File: config.mk
export PLATFORM = sky130hd
export DESIGN_NAME = sram_128x8_ctrl
export DESIGN_NICKNAME = d
export VERILOG_FILES = /design/src/rtl/sram_128x8_ctrl.sv
export SDC_FILE = /design/constraint.sdc
export NUM_CORES = 1
export LEC_CHECK = 0
export ABC_AREA = 1
export BUFFER_PORTS_ARGS = -buffer_cell sky130_fd_sc_hd__buf_2
export CAP_MARGIN = 20
export CORE_UTILIZATION = 30
export CTS_BUF_LIST = sky130_fd_sc_hd__clkbuf_4
export DETAILED_ROUTE_END_ITERATION = 8
export PLACE_DENSITY_LB_ADDON = 0.3
export REMOVE_ABC_BUFFERS = 1
export SLEW_MARGIN = 5
export SYNTH_ARGS = -nofsm -noshare
export SYNTH_HDL_FRONTEND = slang
export SYNTH_SLANG_ARGS = --single-unit
File: constraint.sdc
create_clock -name CLK -period 1.7 [get_ports CLK]
set_input_delay 0.085 -clock CLK [delete_from_list [all_inputs] [get_ports CLK]]
set_output_delay 0.085 -clock CLK [all_outputs]
set_load 0.01 [all_outputs]
File: src/rtl/sram_128x8_ctrl.sv
// Request/response controller for a 128x8 single-port SRAM macro with a registered read port.
// It fills the array with INIT_VAL after reset or on request, then serves posted writes and buffered reads.
module sram_128x8_ctrl #(
  parameter int                ADDR_W   = 7,
  parameter int                DATA_W   = 8,
  parameter int                DEPTH    = 128,
  parameter logic [DATA_W-1:0] INIT_VAL = {DATA_W{1'b0}}
) (
  input  logic              CLK,
  input  logic              RSTB,
  input  logic              req_valid,
  output logic              req_ready,
  input  logic              req_write,
  input  logic [ADDR_W-1:0] req_addr,
  input  logic [DATA_W-1:0] req_wdata,
  output logic              resp_valid,
  input  logic              resp_ready,
  output logic [DATA_W-1:0] resp_rdata,
  input  logic              init_req,
  output logic              init_done,
  output logic              CEB,
  output logic              WEB,
  output logic [ADDR_W-1:0] A,
  output logic [DATA_W-1:0] D,
  input  logic [DATA_W-1:0] Q
);

  typedef enum logic [1:0] {
    ST_BOOT = 2'd0,
    ST_INIT = 2'd1,
    ST_RUN  = 2'd2
  } state_e;

  localparam logic [ADDR_W-1:0] LAST_ADDR = ADDR_W'(DEPTH - 1);

  state_e              state_q, state_d;
  logic [ADDR_W-1:0]   cnt_q, cnt_d;
  logic                rd_pend_q, rd_pend_d;
  logic                hold_v_q, hold_v_d;
  logic [DATA_W-1:0]   hold_d_q, hold_d_d;
  logic                init_pend_q, init_pend_d;
  logic                stall_s;
  logic                accept_s;

  // A read response that is not taken this cycle blocks new requests.
  assign stall_s    = rd_pend_q & ~resp_ready;
  assign req_ready  = (state_q == ST_RUN) & ~init_pend_q & ~hold_v_q & ~stall_s;
  assign accept_s   = req_valid & req_ready;
  assign init_done  = (state_q == ST_RUN);
  assign resp_valid = hold_v_q | rd_pend_q;

  // Response data mux: the hold buffer has priority over the live macro output.
  always_comb begin
    resp_rdata = {DATA_W{1'b0}};
    if (hold_v_q) begin
      resp_rdata = hold_d_q;
    end else if (rd_pend_q) begin
      resp_rdata = Q;
    end else begin
      resp_rdata = {DATA_W{1'b0}};
    end
  end

  // Macro strobes: fill writes in INIT, accepted requests in RUN, idle otherwise.
  always_comb begin
    CEB = 1'b1;
    WEB = 1'b1;
    A   = {ADDR_W{1'b0}};
    D   = {DATA_W{1'b0}};
    case (state_q)
      ST_INIT: begin
        CEB = 1'b0;
        WEB = 1'b0;
        A   = cnt_q;
        D   = INIT_VAL;
      end
      ST_RUN: begin
        if (accept_s) begin
          CEB = 1'b0;
          WEB = ~req_write;
          A   = req_addr;
          D   = req_write ? req_wdata : {DATA_W{1'b0}};
        end else begin
          CEB = 1'b1;
          WEB = 1'b1;
        end
      end
      default: begin
        CEB = 1'b1;
        WEB = 1'b1;
      end
    endcase
  end

  // Sequencing between boot, fill and normal traffic, including deferred refill.
  always_comb begin
    state_d     = state_q;
    cnt_d       = cnt_q;
    init_pend_d = init_pend_q;
    case (state_q)
      ST_BOOT: begin
        state_d = ST_INIT;
        cnt_d   = {ADDR_W{1'b0}};
      end
      ST_INIT: begin
        cnt_d = cnt_q + ADDR_W'(1);
        if (cnt_q == LAST_ADDR) begin
          state_d = ST_RUN;
        end else begin
          state_d = ST_INIT;
        end
      end
      ST_RUN: begin
        // Refill waits until no read data is outstanding, so no response is lost.
        if (init_pend_q && !rd_pend_q && !hold_v_q) begin
          state_d     = ST_INIT;
          cnt_d       = {ADDR_W{1'b0}};
          init_pend_d = 1'b0;
        end else if (init_req) begin
          init_pend_d = 1'b1;
        end else begin
          init_pend_d = init_pend_q;
        end
      end
      default: begin
        state_d     = ST_BOOT;
        cnt_d       = {ADDR_W{1'b0}};
        init_pend_d = 1'b0;
      end
    endcase
  end

  // Read tracking and the one-entry hold buffer; Q is only valid the cycle after a read.
  always_comb begin
    rd_pend_d = accept_s & ~req_write;
    hold_v_d  = hold_v_q;
    hold_d_d  = hold_d_q;
    if (stall_s) begin
      hold_v_d = 1'b1;
      hold_d_d = Q;
    end else if (hold_v_q && resp_ready) begin
      hold_v_d = 1'b0;
    end else begin
      hold_v_d = hold_v_q;
    end
  end

  // State registers.
  always_ff @(posedge CLK or negedge RSTB) begin
    if (!RSTB) begin
      state_q     <= ST_BOOT;
      cnt_q       <= {ADDR_W{1'b0}};
      rd_pend_q   <= 1'b0;
      hold_v_q    <= 1'b0;
      hold_d_q    <= {DATA_W{1'b0}};
      init_pend_q <= 1'b0;
    end else begin
      state_q     <= state_d;
      cnt_q       <= cnt_d;
      rd_pend_q   <= rd_pend_d;
      hold_v_q    <= hold_v_d;
      hold_d_q    <= hold_d_d;
      init_pend_q <= init_pend_d;
    end
  end

endmodule

**Word level (Yosys, flattened, before mapping)**

Index checks and enable logic that the tools add are counted.

- Bits in registers: 20
- Word-level logic and storage cells: 55

- Bitwise operators: 13
- Add/sub/neg operators: 1
- Reduce and logical (&&, ||, !) cells: 9
- Equality and inequality tests: 5
- Muxes and demuxes: 21

Operators with widths:

| operator | number |
|---|---|
| two-way mux 8 bit | 5 |
| one-hot mux 7 bit (2 select lines) | 2 |
| two-way mux 7 bit | 2 |
| adder 7 x 1 -> 7 bit, second input constant | 1 |
| == test 7 bit, second input constant | 1 |
| AND 1 bit | 6 |
| two-way mux 1 bit | 6 |
| inverter 1 bit | 6 |
| one-hot mux 1 bit (2 select lines) | 3 |
| one-hot mux 2 bit (3 select lines) | 1 |
| two-way mux 2 bit | 2 |
| logical AND 1 bit | 3 |
| inequality test 3 x 2 -> 1 bit, second input constant | 1 |
| == test 2 x 1 -> 1 bit, second input constant | 1 |
| == test 2 bit, second input constant | 1 |
| logical NOT 1 bit | 2 |
| logical NOT 2 bit | 1 |
| inequality test 2 x 1 -> 1 bit, second input constant | 1 |
| AND reduction 2 bit | 1 |
| nonzero test 2 bit | 1 |
| OR reduction 2 bit | 1 |
| bitwise OR 1 bit | 1 |

**Longest topological paths before layout**

- Word-level depth: 7
- Gate-level depth with buffers: 8

**Worst setup path before layout**

OpenSTA, ideal clock, no wires.

- Path type: reg2out
- From: register state_q[0]
- To: output port D[0]
- Cell stages (with the launch flop): 7
- Path buffers: 0
- Setup slack: 0.093 ns
- Arrival time: 1.522 ns
- Cells stage by stage: dfrtp_1 inv_1 ha_1 inv_1 nor3_4 nand4_4 nor2_1

- Cells in the longest elaborated chain, start to end: 7

Ends and longest elaborated chain:

| item | line | RTL |
|---|---|---|
| from (decl) | 36 | `state_e state_q, state_d;` |
| from (signal assigned) | 158 | `state_q <= state_d;` |
| == test 2 bit (*) | - |  |
| via init_done | 20 | `output logic init_done,` |
| AND 1 bit (3 in series) | 47 | `assign req_ready = (state_q == ST_RUN) & ~init_pend_q & ~hold_v_q & ~stall_s;` |
| AND 1 bit | 48 | `assign accept_s = req_valid & req_ready;` |
| two-way mux 8 bit | 78 | `if (accept_s) begin` |
| two-way mux 8 bit (*) | 70 | `case (state_q)` |
| to (decl) | 24 | `output logic [DATA_W-1:0] D,` |

Mark *: on every way through the listed nets, which the timed path passes. The rest lies on a longest branch.

**Final worst setup path**

- From: register state_q[0]
- To: output port A[6]

- Cells in the longest elaborated chain, start to end: 7
- Elaborated cells on any way between the ends: 8
- Those cells by class: 2 x eq/ne; 2 x mux; 4 x bitwise

Ends and longest elaborated chain:

| item | line | RTL |
|---|---|---|
| == test 2 bit | 47, 70 |  |
| AND 1 bit (3 in series) | 47 |  |
| AND 1 bit | 48 |  |
| two-way mux 7 bit | 78 |  |
| one-hot mux 7 bit (2 select lines) (*) | 70 |  |
| to (decl) | 23 | `output logic [ADDR_W-1:0] A,` |

Mark *: on every way between the ends. The rest lies on a longest branch, timed or not.

==> run metrics <==
Area growth, synth to finish 43.16%; unrepaired setup endpoints after global routing yes; share of the synthesized area in the top cell type 38.28%; Worst-path clk slew 0.11 ns; CTS sink cnt 20; Num CTS Buffers 3; sequential share of power 61.3%; Worst Hold Slack 0.03734 ns; global route overflow 0; CTS tree done; GP Congestion 0.8154; Max rail drop VDD 0.2740 mV; via count 1,451; Leak 1.074 nW; initial antenna violation count 0; Yosys reg bits 20; clock root cell clkbuf_4; Switching Share 23.78%; internal power 0.5915 mW; core area 4086 sq um; ANT cells 0; setup ws final -0.1471 ns; final count of negative-setup-slack endpoints 17; worst path arrival time 1.76 ns; violated checks negative setup slack; synth top area cells dfrtp_1 38%, nand2_1 13%, inv_1 9.8%; library cells used by synthesis 21; # nets final 294; Vert. Die Dim 68.02 um; fillcell total 412; detailed placer's ending HPWL 2582 um; outcome finished, violations left; Startpoint Class flip-flop; pin count of the biggest net entering global routing 21; Initial DRT Pass Iterations 4; post-synthesis sequential area ratio 38.28%; synthesized area per cell 6.992 sq um; Max Cap Viol 0; IO Count 57; clock skew 0.0008968 ns; layout cells sized above 1 35.91%; antenna-violating nets left 0; H-tree levels 1; Max Fclk 541.4 MHz; wire length per cell 11.76 um; Pwr Density 414.6 nW/um^2; Placement Rows 23; Post-Place Cells 293; maximum root-to-sink buffer count 2; Worst-Margin Slew 0.4566 ns; Final Hold Viols 0; crit path max fanout 5; vias per cell 4.696; min cycle time layout 1.847 ns; Comb power frac 8.4%; Residual DRC 0; multi-input logic area 709.4 sq um; die width 68.02 um; most frequent cells in the layout 55 x buf_2, 45 x nand2_1, 31 x inv_1, 20 x dfrtp_1, 19 x o21ai_0; critical setup path kind reg -> out; Critical Path Sink Type primary output; Worst-Skew Late Latency 0.31 ns; synthesized cell area 1308 sq um; Final Non-Filler Cells 309; synthesized instance count 187; full die area 4626 sq um; clock group share of total power 30.3%; register area 500.5 sq um; CP Data Required Time 1.62 ns; Synth area leader dfrtp_1; GRT Total Usage 16.35%; fin crit share 108.7%; vias in the first global route 1,289; Synthesis Warnings 0; number of port buffers 56; P_sw 0.1845 mW; HP Class in -> reg; leading cell type in the layout, fill and taps excluded buf_2; first-pass GRT wire length 5699 um; Initial Utilization 32.00%; max-slew violation count 0; max_slew headroom 69.56%; setup TNS -0.9100 ns; initial detailed-routing violation count 82; Routed WL 3634 um
## sequential cells by signal, indices dropped and copies added (netlist names)
| signal | count |
|---|---|
| cnt_q | 7 |
| hold_d_q | 8 |
| hold_v_q | 1 |
| rd_pend_q | 1 |
| state_q | 2 |
| init_pend_q | 1 |
## worst max-delay path, cell delays in order (launching register included)
cell and delay (ns):
dfrtp_1 0.41, inv_2 0.08, ha_4 0.13, inv_2 0.04, nor3_4 0.16, buf_6 0.16
nand4_1 0.12, a21oi_2 0.19, buf_2 0.15
## logic make-up (layout without fill, tap and decap cells)
logic type	Yosys count	count (layout)	synth area share, %
AND/OR/NAND/NOR	87	88	30.33
buffers and inverters	41	112	13.01
AO/OA/AOI/OAI	34	34	13.59
flip-flops	20	20	38.28
adder cells (fa/ha/maj)	5	5	4.785
## cells in the mapped netlist, drive strengths merged
| cell | n |
|---|---|
| ha | 5 |
| o21ai | 21 |
| a22oi | 1 |
| nand2 | 48 |
| nor3 | 2 |
| buf | 3 |
| inv | 35 |
| clkbuf | 3 |
| nand4 | 11 |
| nor2 | 18 |
| or2 | 1 |
| a21oi | 11 |
| dfrtp | 20 |
| nand3 | 7 |
| o22ai | 1 |
## power groups by stage
stage	logic (mW)	clock network, mW	registers [mW]
6_report	0.0652	0.235	0.476
3_5_place_dp	0.0566	0	0.485
5_1_grt	0.0754	0.261	0.476
3_3_place_gp	0.0562	0	0.485
2_1_floorplan	0.00867	0	0.485
4_1_cts	0.0635	0.244	0.476
## final cells by class
class                      instances  share of cell area, %
multi-input combinational        127                  37.90
sequential                        20                  26.74
timing repair buffer              73                  23.60
inverter                          35                  7.019
tap                               50                  3.342
clock buffer                       3                  1.203
clock inverter                     1                 0.2005
## worst paths after layout
| kind | startpoint | to | slack (ns) | cells after the start |
|---|---|---|---|---|
| max in group asynchronous | RSTB | cnt_q[4]$_DFFE_PN0N_ | 1.15 | 2 |
| worst max-delay path | state_q[0]$_DFFE_PN0N_ | A[6] | -0.15 | 8 |
| worst max register to register | state_q[1]$_DFFE_PN0N_ | cnt_q[5]$_DFFE_PN0N_ | 0.13 | 10 |
| min in group asynchronous | RSTB | hold_d_q[4]$_DFFE_PN0P_ | 0.24 | 2 |
| worst min register to register | hold_d_q[2]$_DFFE_PN0P_ | hold_d_q[2]$_DFFE_PN0P_ | 0.50 | 2 |
| worst min-delay path | Q[3] | hold_d_q[3]$_DFFE_PN0P_ | 0.04 | 3 |
## timing repair
action / in CTS / in global routing
cloned: 2 / 0
pin swaps: 2 / 6
setup buffers: 7 / 2
hold buffers: 3 / 0
setup endpoints to repair: 18 / 26
resized for setup: 8 / 14
endpoints found under the hold margin: 22 / 0
## per-layer routing
layer,up-vias,global-route usage (%),wire length [um],part of all wire (%)
met5,-,0,0,0
met4,0,5.469,44,1.2
met2,55,26.96,1695,47
li1,745,-,-,-
met1,647,21.82,1615,44
met3,4,2.167,278,7.6
## metrics by stage
step	worst slack (ns)	power (mW)	area, sq um	util [%]
3_3_place_gp	0.05900	0.5409	1669	40.85
5_1_grt	-0.2315	0.8125	1872	45.81
4_1_cts	-0.1914	0.7827	1853	45.35
2_1_floorplan	0.09302	0.4936	1269	-
3_5_place_dp	0.002816	0.5413	1669	40.85
6_report	-0.1471	0.7760	1872	45.81
(Power assumes the default switching activity.)
